===== src/rtl/lib_arbiter_pkg.sv =====
// Shared definitions for the pixel arbitration level.
//   LVL_ROWS / LVL_COLS : default pixel-block geometry
//   REFR_W              : width of the per-pixel refractory down-counter
//   px_state_e          : per-pixel FSM state encoding
package lib_arbiter_pkg;

  localparam int LVL_ROWS = 4;
  localparam int LVL_COLS = 4;
  localparam int REFR_W   = 4;
  localparam int CNT_W    = 16;

  typedef enum logic [1:0] {
    IDLE = 2'b00,
    PEND = 2'b01,
    REFR = 2'b10
  } px_state_e;

endpackage


===== src/rtl/pixel_req_source_if.sv =====
// Event/request/grant bundle between the comparator array, the pixel
// request source and the arbitration level.
//   evt_i : per-pixel single-cycle event strobe
//   gnt_i : grant from the arbitration level (one-hot or zero)
//   req_o : registered per-pixel request
// master = request source (drives req_o), slave = arbiter/stimulus side.
interface pixel_req_source_if #(
  parameter int ROWS = 4,
  parameter int COLS = 4
);
  logic [ROWS-1:0][COLS-1:0] evt_i;
  logic [ROWS-1:0][COLS-1:0] gnt_i;
  logic [ROWS-1:0][COLS-1:0] req_o;

  modport master (input evt_i, input gnt_i, output req_o);
  modport slave  (output evt_i, output gnt_i, input req_o);
endinterface


===== src/rtl/pixel_req_source_cell.sv =====
// Per-pixel request FSM with refractory down-counter.
//   clk_i, reset_i : clock, async active-high reset
//   enable_i       : accept new events when high
//   evt_i, gnt_i   : this pixel's event strobe and grant
//   req_o          : pixel is PEND (request to arbiter)
//   busy_o         : pixel is not IDLE
//   pend_o         : pixel is PEND (used for grant checking)
//   drop_o         : enabled event arrived while pixel was not IDLE
module pixel_cell
  import lib_arbiter_pkg::*;
#(
  parameter int REFRACT_CYC = 3
) (
  input  logic clk_i,
  input  logic reset_i,
  input  logic enable_i,
  input  logic evt_i,
  input  logic gnt_i,
  output logic req_o,
  output logic busy_o,
  output logic pend_o,
  output logic drop_o
);

  px_state_e         state_q, state_d;
  logic [REFR_W-1:0] cnt_q, cnt_d;

  always_ff @(posedge clk_i or posedge reset_i) begin
    if (reset_i) begin
      state_q <= IDLE;
      cnt_q   <= '0;
    end else begin
      state_q <= state_d;
      cnt_q   <= cnt_d;
    end
  end

  always_comb begin
    state_d = state_q;
    cnt_d   = cnt_q;
    case (state_q)
      IDLE: if (evt_i && enable_i) state_d = PEND;
      PEND: begin
        if (gnt_i) begin
          // Zero refractory time skips REFR entirely.
          state_d = (REFRACT_CYC == 0) ? IDLE : REFR;
          cnt_d   = REFR_W'(REFRACT_CYC);
        end
      end
      REFR: begin
        // Counter holds the remaining REFR cycles including this one;
        // leave as it reaches zero.
        cnt_d = cnt_q - REFR_W'(1);
        if (cnt_q <= REFR_W'(1)) begin
          state_d = IDLE;
          cnt_d   = '0;
        end
      end
      default: begin
        state_d = IDLE;
        cnt_d   = '0;
      end
    endcase
  end

  assign req_o  = (state_q == PEND);
  assign pend_o = (state_q == PEND);
  assign busy_o = (state_q != IDLE);
  assign drop_o = evt_i && enable_i && (state_q != IDLE);

endmodule


===== src/rtl/pixel_req_source.sv =====
// Pixel request source: one pixel_cell per pixel, plus block-level drop
// counting and grant protocol checking.
//   clk_i, reset_i : clock, async active-high reset
//   enable_i       : accept new pixel events when high
//   bus            : evt_i / gnt_i in, req_o out (master modport)
//   busy_o         : registered OR of all pixels not IDLE
//   drop_o         : pulse, at least one event dropped last cycle
//   drop_cnt_o     : saturating count of dropped events
//   gnt_err_o      : pulse, grant protocol violation last cycle
module pixel_req_source
  import lib_arbiter_pkg::*;
#(
  parameter int Lvl_ROWS    = LVL_ROWS,
  parameter int Lvl_COLS    = LVL_COLS,
  parameter int REFRACT_CYC = 3
) (
  input  logic                     clk_i,
  input  logic                     reset_i,
  input  logic                     enable_i,
  pixel_req_source_if.master       bus,
  output logic                     busy_o,
  output logic                     drop_o,
  output logic [CNT_W-1:0]         drop_cnt_o,
  output logic                     gnt_err_o
);

  localparam int NPIX = Lvl_ROWS * Lvl_COLS;
  localparam int PC_W = $clog2(NPIX + 1);

  logic [Lvl_ROWS-1:0][Lvl_COLS-1:0] req, busy_px, pend_px, drop_px;

  for (genvar r = 0; r < Lvl_ROWS; r++) begin : g_row
    for (genvar c = 0; c < Lvl_COLS; c++) begin : g_col
      pixel_cell #(.REFRACT_CYC(REFRACT_CYC)) u_cell (
        .clk_i    (clk_i),
        .reset_i  (reset_i),
        .enable_i (enable_i),
        .evt_i    (bus.evt_i[r][c]),
        .gnt_i    (bus.gnt_i[r][c]),
        .req_o    (req[r][c]),
        .busy_o   (busy_px[r][c]),
        .pend_o   (pend_px[r][c]),
        .drop_o   (drop_px[r][c])
      );
    end
  end

  assign bus.req_o = req;

  logic [NPIX-1:0] drop_flat, gnt_flat, pend_flat;
  assign drop_flat = drop_px;
  assign gnt_flat  = bus.gnt_i;
  assign pend_flat = pend_px;

  logic [PC_W-1:0]  drop_n;
  logic [CNT_W:0]   cnt_sum;
  logic [CNT_W-1:0] cnt_q, cnt_d;
  logic             busy_q, busy_d, drop_q, drop_d, gerr_q, gerr_d;

  always_comb begin
    drop_n = '0;
    for (int i = 0; i < NPIX; i++) drop_n = drop_n + PC_W'(drop_flat[i]);
    cnt_sum = (CNT_W+1)'(cnt_q) + (CNT_W+1)'(drop_n);
    cnt_d   = cnt_sum[CNT_W] ? {CNT_W{1'b1}} : cnt_sum[CNT_W-1:0];
    drop_d  = |drop_flat;
    busy_d  = |busy_px;
    // g & (g-1) clears the lowest set bit: nonzero means >1 grant.
    gerr_d  = (|(gnt_flat & (gnt_flat - NPIX'(1)))) || (|(gnt_flat & ~pend_flat));
  end

  always_ff @(posedge clk_i or posedge reset_i) begin
    if (reset_i) begin
      cnt_q  <= '0;
      busy_q <= 1'b0;
      drop_q <= 1'b0;
      gerr_q <= 1'b0;
    end else begin
      cnt_q  <= cnt_d;
      busy_q <= busy_d;
      drop_q <= drop_d;
      gerr_q <= gerr_d;
    end
  end

  assign busy_o     = busy_q;
  assign drop_o     = drop_q;
  assign drop_cnt_o = cnt_q;
  assign gnt_err_o  = gerr_q;

endmodule


===== src/flat_wrapper.sv =====
// flat-port wrapper written by rule: the top's interface ports become plain ports
module pixel_req_source_flat import lib_arbiter_pkg::*;
#(
  parameter int Lvl_ROWS    = LVL_ROWS,
  parameter int Lvl_COLS    = LVL_COLS,
  parameter int REFRACT_CYC = 3
)
  (clk_i, reset_i, enable_i, busy_o, drop_o, drop_cnt_o, gnt_err_o, bus_evt_i, bus_gnt_i, bus_req_o);
  pixel_req_source_if #(.ROWS(4), .COLS(4)) bus_i ();
  input  logic clk_i;
  input  logic reset_i;
  input  logic enable_i;
  output logic busy_o;
  output logic drop_o;
  output logic [CNT_W-1:0] drop_cnt_o;
  output logic gnt_err_o;
  input wire logic [$bits(bus_i.evt_i)-1:0] bus_evt_i;
  input wire logic [$bits(bus_i.gnt_i)-1:0] bus_gnt_i;
  output wire logic [$bits(bus_i.req_o)-1:0] bus_req_o;
  assign bus_i.evt_i = bus_evt_i;
  assign bus_i.gnt_i = bus_gnt_i;
  assign bus_req_o = bus_i.req_o;
  pixel_req_source #(.Lvl_ROWS(Lvl_ROWS), .Lvl_COLS(Lvl_COLS), .REFRACT_CYC(REFRACT_CYC)) u_core (.clk_i(clk_i), .reset_i(reset_i), .enable_i(enable_i), .bus(bus_i), .busy_o(busy_o), .drop_o(drop_o), .drop_cnt_o(drop_cnt_o), .gnt_err_o(gnt_err_o));
endmodule

===== config.mk =====
export PLATFORM = sky130hd
export DESIGN_NAME = pixel_req_source_flat
export DESIGN_NICKNAME = d
export VERILOG_FILES = /design/src/rtl/lib_arbiter_pkg.sv /design/src/rtl/pixel_req_source_if.sv /design/src/rtl/pixel_req_source_cell.sv /design/src/rtl/pixel_req_source.sv /design/src/flat_wrapper.sv
export SDC_FILE = /design/constraint.sdc
export NUM_CORES = 1
export LEC_CHECK = 0
export CAP_MARGIN = 20
export CORE_ASPECT_RATIO = 1.1
export CORE_MARGIN = 2
export CORE_UTILIZATION = 30
export DETAILED_ROUTE_END_ITERATION = 16
export PLACE_DENSITY = 0.52
export SLEW_MARGIN = 20
export SYNTH_ARGS = -nofsm -noshare
export SYNTH_HDL_FRONTEND = slang
export SYNTH_SLANG_ARGS = --single-unit

===== constraint.sdc =====
create_clock -name clk_i -period 5.5 [get_ports clk_i]
set_input_delay 1.375 -clock clk_i [delete_from_list [all_inputs] [get_ports clk_i]]
set_output_delay 1.375 -clock clk_i [all_outputs]
set_load 0.02 [all_outputs]

Word level (Yosys, flattened, before mapping)
Index checks and enable logic that the tools add are counted.
Widths: inputs -> output; s select.
{ "op_classes": {"n_addsub": 33, "mul": 0, "div_mod_pow": 0, "magnitude_cmp": 16, "eq_ne": 80, "n_shift": 0, "muxes": 113, "n_bitwise": 19, "reduce_logical": 101} }
{ "op_table": {"columns": ["op", "count"], "rows": [
  ["$pmux 4 s3", 16],
  ["$mux 4", 32],
  ["$mux 2", 48],
  ["$ne 2x2->1 const B", 48],
  ["$pmux 2 s3", 16],
  ["$add 5x1->5", 14],
  ["$le 4x1->1 const B", 16],
  ["$reduce_or 16->1", 4],
  ["$sub 4x1->4 const B", 16],
  ["$reduce_and 3->1", 16],
  ["$and 16x16->16", 2],
  ["$eq 2x1->1 const B", 16],
  ["$eq 2x2->1 const B", 16],
  ["$logic_and 1x1->1", 32],
  ["$logic_not 2->1", 16],
  ["$reduce_and 2->1", 16],
  ["$reduce_bool 2->1", 16],
  ["$add 16x5->17", 1],
  ["$mux 16", 1],
  ["$not 1->1", 16],
  ["$not 16->16", 1],
  ["$sub 16x1->16 const B", 1],
  ["$add 1x1->2", 1],
  ["$logic_or 1x1->1", 1]
]} }
{ "totals": {"register_bits": 115, "latchBits": 0, "ramBits": 0, "rom_bits": 0, "inputBits": 35, "out_inout_bits": 35, "word_cells": 398, "memories": 0} }

Logic depth before layout (Yosys ltp)
{ "logic_depth": {"depth_word": 19, "ltp_mapped": 23, "ltp_nobuf": 23} }

Hierarchy
A second synthesis with hierarchy kept.
{ "hier_totals": {"cells_unflattened": 931, "area_unflattened_um2": 8563.2} }
{ "modules_own_cells": {"columns": ["module", "instances", "cells_each", "area_each_um2", "seq_area_each_um2"], "rows": [
  ["pixel_cell", 16, 46, 429.2, 150.1],
  ["pixel_req_source", 1, 195, 1696.6, 475.5]
]} }

Worst setup path after synthesis
OpenSTA, ideal clock, no wires.
{ "synth_timing": {"path_kind": "input -> register", "start": "input enable_i", "end": "register u_core.cnt_q[7] (netlist: u_core.drop_cnt_o[7])", "setup_time_ns": 0.125, "arrival_ns": 6.430, "required_ns": 5.375, "path_slack_ns": -1.055, "stages": 21, "path_buffers": 1, "path_cell_list": "buf_4 -> nand2_1 -> or2_2 -> inv_1 -> ha_1 -> inv_1 -> fa_1 -> fa_1 -> fa_1 -> inv_1 -> fa_1 -> fa_1 -> inv_1 -> fa_1 -> inv_1 -> ha_1 -> a211oi_2 -> o21bai_1 -> a21o_2 -> nand3_1 -> mux2_2"} }
{ "synth_via": {"elab_chain_cells": 19, "word_cells_on_any_way": 49, "cone_classes": "add/sub (16); mux (1); reduce/logical (32)"} }
{ "synth_rtl": {"columns": ["element", "line_no", "rtl"], "rows": [
  ["from (decl)", "flat_wrapper.sv:12", "input logic enable_i;"],
  ["$logic_and 1x1->1 (2 in a row)", "pixel_req_source_cell.sv:69", "assign drop_o = evt_i && enable_i && (state_q != IDLE);"],
  ["$add 1x1->2", "pixel_req_source.sv:62", "for (int i = 0; i < NPIX; i++) drop_n = drop_n + PC_W'(drop_flat[i]);"],
  ["$add 5x1->5 (13 in a row)", "pixel_req_source.sv:62", null],
  ["$add 5x1->5 (*)", "pixel_req_source.sv:62", null],
  ["$add 16x5->17 (*)", "pixel_req_source.sv:63", "cnt_sum = (CNT_W+1)'(cnt_q) + (CNT_W+1)'(drop_n);"],
  ["$mux 16 (*)", "pixel_req_source.sv:64", "cnt_d = cnt_sum[CNT_W] ? {CNT_W{1'b1}} : cnt_sum[CNT_W-1:0];"],
  ["named net u_core.cnt_d[7]", "pixel_req_source.sv:57", "logic [CNT_W-1:0] cnt_q, cnt_d;"],
  ["to (signal assigned)", "pixel_req_source.sv:78", "cnt_q <= cnt_d;"],
  ["to (decl)", "pixel_req_source.sv:57", null]
]} }
The timed path passes the listed nets; every way through them passes the cells marked *.
A chain may end at the register's enable or synchronous reset.

Worst setup path in the final report
{ "layout_timing": {"start": "input enable_i", "end": "register u_core.cnt_q[13] (netlist: u_core.drop_cnt_o[13])"} }
Same word-level chain as after synthesis.

==> impl_metrics.json <==
{
  "critPathKind": "primary input to flop",
  "cts.sinks": 115,
  "core_region_area_mm2": 0.0263,
  "postSynthCellCount": 871,
  "irDropWorstVdd_v": 0.000328,
  "io_pins": 70,
  "synthTopCellsByArea": "dfrtp_1 36%, ha_1 16%, inv_1 5.8%",
  "cts-hold-fix-buffers": 0,
  "fin_crit_ns": 5.92,
  "syn_area_per_cell_um2": 9.25,
  "drtPass1Iterations": 4,
  "postLayoutCoreUtil_pct": 39.1,
  "power_frac_seq_pct": 21.6,
  "p_sw_mw": 2.56,
  "critPathArrivalTime_ns": 6.22,
  "antenna_cells": 0,
  "grt_max_degree": 60,
  "clockPowerShare_pct": 17.9,
  "synth_edf_count": 0,
  "rsz0062_at_grt": "true",
  "setup_slack_ns": -0.417,
  "vias": 6577,
  "viasPerCell": 4.82,
  "end_kind": "flop",
  "drc": 0,
  "syn_to_final_growth_pct": 27.6,
  "grt_pass1_wl_mm": 33.3,
  "post-place-cells": 1312,
  "start_util_pct": 30.6,
  "yosysTopAreaCellShare_pct": 35.7,
  "syn-cell-area_mm2": 0.00806,
  "cpPeakStageDelay_ns": 0.56,
  "cts_tree": "done",
  "dp_hpwl_mm": 15.3,
  "portBuffers": 69,
  "place_area_mm2": 0.00942,
  "synthFlopType": "dfrtp_1",
  "worst_skew_pair.late_latency_ns": 0.42,
  "async_flop_share_pct": 100,
  "drive_gt1_share_pct": 15.6,
  "critical_path.max_fanout": 6,
  "crit_buf_inv": 6,
  "nFillCells": 2594,
  "seq_area_frac_synth_pct": 35.7,
  "cp_slowest_cell": "fa_1",
  "critPathLaunchType": "primary input",
  "path_delay_family": "adder cells",
  "drtIter0Drc": 313,
  "finalHoldViolations": 0,
  "hold_ws_ns": 0.506,
  "relSlewSlack_pct": 33.8,
  "synth_top_area_cell": "dfrtp_1",
  "swShare_pct": 41.6,
  "dpl_worst_slack_ns": -1.36,
  "wirelength_mm": 19.8,
  "status": "finished, violations left",
  "fin_setup_tns_ns": -4.87,
  "p_int_mw": 3.59,
  "htreeDepth": 4,
  "yosysUniqueCellTypes": 64,
  "required_ns": 5.80,
  "power_mw": 6.15,
  "die_area_mm2": 0.0282,
  "setup_viol": 16,
  "skew_ns": 0.00949,
  "clk_path_buf_depth": 2,
  "die_h_um": 176,
  "synth_nets": 1018,
  "maxCapViolations": 0,
  "worst_pin_slew_ns": 0.968,
  "wire_per_inst_um": 14.5,
  "num_rows": 62,
  "grt_overflow": 0,
  "multi_input_comb_area_mm2": 0.00471,
  "clk_transition_reported_paths_ns": 0.05,
  "root_buffer": "clkbuf_16",
  "fin_nets": 1149,
  "fin_area_mm2": 0.0103,
  "comb_power_share_pct": 60.5,
  "numCtsBuffers": 17,
  "violations": "setup timing",
  "antenna_found_initial": 0,
  "max_freq_mhz": 169,
  "ant_nets": 0,
  "finalNonFillerCells": 1364,
  "yosysWarnings": 0,
  "routabilityCongestion": 0.806,
  "p_leak_nw": 4.81,
  "cp_cell_sequence": "buf_8 > nand2_4 > or2_4 > inv_2 > ha_4 > inv_2 > fa_1 > fa_1 > fa_1 > inv_2 > fa_1 > fa_2 > inv_2 > fa_2 > xnor2_2 > ha_1 > nor2b_4 > o31a_1 > buf_6 > o211ai_4 > nand2_1 > mux2_4",
  "powerDensity_mw_per_mm2": 598,
  "min_path_type": "flop to flop",
  "seqCellArea_mm2": 0.00288,
  "ys_seq_elements": 115,
  "track_usage_pct": 14.8,
  "dieWidth_um": 160,
  "grt_pass1_vias": 6644,
  "fin_crit_sh_pct": 108,
  "report.final.slew_viol_count": 0
}
## routing by layer
metal | part of all wire (%) | vias to the layer above | routed length (um) | GRT usage (%)
met2 | 46 | 85 | 9200 | 24.2
met1 | 49 | 3141 | 9630 | 19.4
met4 | 2.0 | 0 | 396 | 4.88
met3 | 3.0 | 25 | 588 | 3.45
met5 | 0 | - | 0 | 0
li1 | - | 3326 | - | -
## cell usage after synthesis (4+ instances only)
cell,count
o21ai_0,33
nor2_1,52
a41o_1,4
nor4_1,11
nor2b_1,27
a22o_1,10
fa_1,11
buf_4,18
or3_1,9
inv_1,124
a21oi_1,69
o2bb2ai_1,4
ha_1,101
or2_2,11
mux2_4,7
nand4_1,11
and3_1,7
mux2_1,10
o31ai_1,4
dfrtp_1,115
o311ai_0,5
nor3_1,18
a211o_1,9
nand3_1,6
a21boi_0,4
o22ai_1,36
o21ai_1,9
a31oi_1,4
mux2_2,5
nand2_1,63
a311o_1,5
o31a_1,17
nand2b_1,4
## layout by cell type, fill, tap and decap left out, drive strengths merged, types with 12 or more instances in the layout
cell type | Yosys | routed
nor2 | 52 | 52
o21ai | 42 | 42
o22ai | 36 | 36
nor2b | 27 | 27
a21oi | 70 | 70
dfrtp | 115 | 115
nor3 | 18 | 18
inv | 124 | 124
o31a | 17 | 17
clkbuf | 0 | 24
clkdlybuf4s50 | 0 | 61
ha | 101 | 101
buf | 20 | 66
nand4 | 12 | 12
nand2 | 63 | 63
mux2 | 22 | 22
or2 | 13 | 13
## power by group through the flow
stage	Clock, mW	Combinational [mW]	Sequential (mW)
after detailed placement	0	3.50	1.33
after global routing	1.17	4.18	1.37
after global placement	0	3.48	1.33
final	1.10	3.72	1.33
after floorplan	0	2.52	1.32
after CTS	1.13	3.66	1.33
## layout make-up
type,instances,area share [%]
clock buffers,24,4.88
clock inverters,5,0.730
inverters,124,4.55
multi-input cells,612,45.8
flip-flops and latches,115,28.0
well taps,352,4.28
repair buffers,132,11.8
## registers in the layout (all words and copies together), names as in the netlist
| name | count |
|---|---|
| u_core.g_row.g_col.u_cell.state_q | 32 |
| u_core.g_row.g_col.u_cell.cnt_q | 64 |
| u_core.busy_o | 1 |
| u_core.gnt_err_o | 1 |
| u_core.drop_o | 1 |
| u_core.drop_cnt_o | 16 |
## worst paths after layout
path | from | to | slack [ns] | cells past startpoint
setup / recovery | enable_i | u_core.drop_cnt_o[13]$_DFF_PP0_ | -0.42 | 22
hold / removal | u_core.g_row[2].g_col[3].u_cell.cnt_q[3]$_DFFE_PP0P_ | u_core.g_row[2].g_col[3].u_cell.cnt_q[3]$_DFFE_PP0P_ | 0.51 | 1
setup reg to reg | u_core.g_row[0].g_col[0].u_cell.state_q[1]$_DFFE_PP0P_ | u_core.drop_cnt_o[13]$_DFF_PP0_ | -0.03 | 22
hold reg to reg | u_core.g_row[2].g_col[3].u_cell.cnt_q[3]$_DFFE_PP0P_ | u_core.g_row[2].g_col[3].u_cell.cnt_q[3]$_DFFE_PP0P_ | 0.51 | 1
max in group asynchronous | reset_i | u_core.g_row[0].g_col[1].u_cell.cnt_q[3]$_DFFE_PP0P_ | 3.25 | 3
min in group asynchronous | reset_i | u_core.drop_cnt_o[6]$_DFF_PP0_ | 1.45 | 2
## logic make-up after synthesis
kind of cell             after synthesis  synth area share (%)
AO/OA/AOI/OAI                        239                  19.6
XOR/XNOR                               5                 0.543
flip-flops                           115                  35.7
multiplexers                          24                  3.65
buffers and inverters                144                  7.65
AND/OR/NAND/NOR                      231                  14.3
adder cells (fa/ha/maj)              113                  18.5
## timing repair
action                                  CTS  global route
buffers inserted                         24             1
gates resized for setup                  38            16
pin swaps                                24            17
hold endpoints to repair                  0             0
endpoints found under the setup margin   16            16
Note: power is estimated with default switching activity, not from simulation.
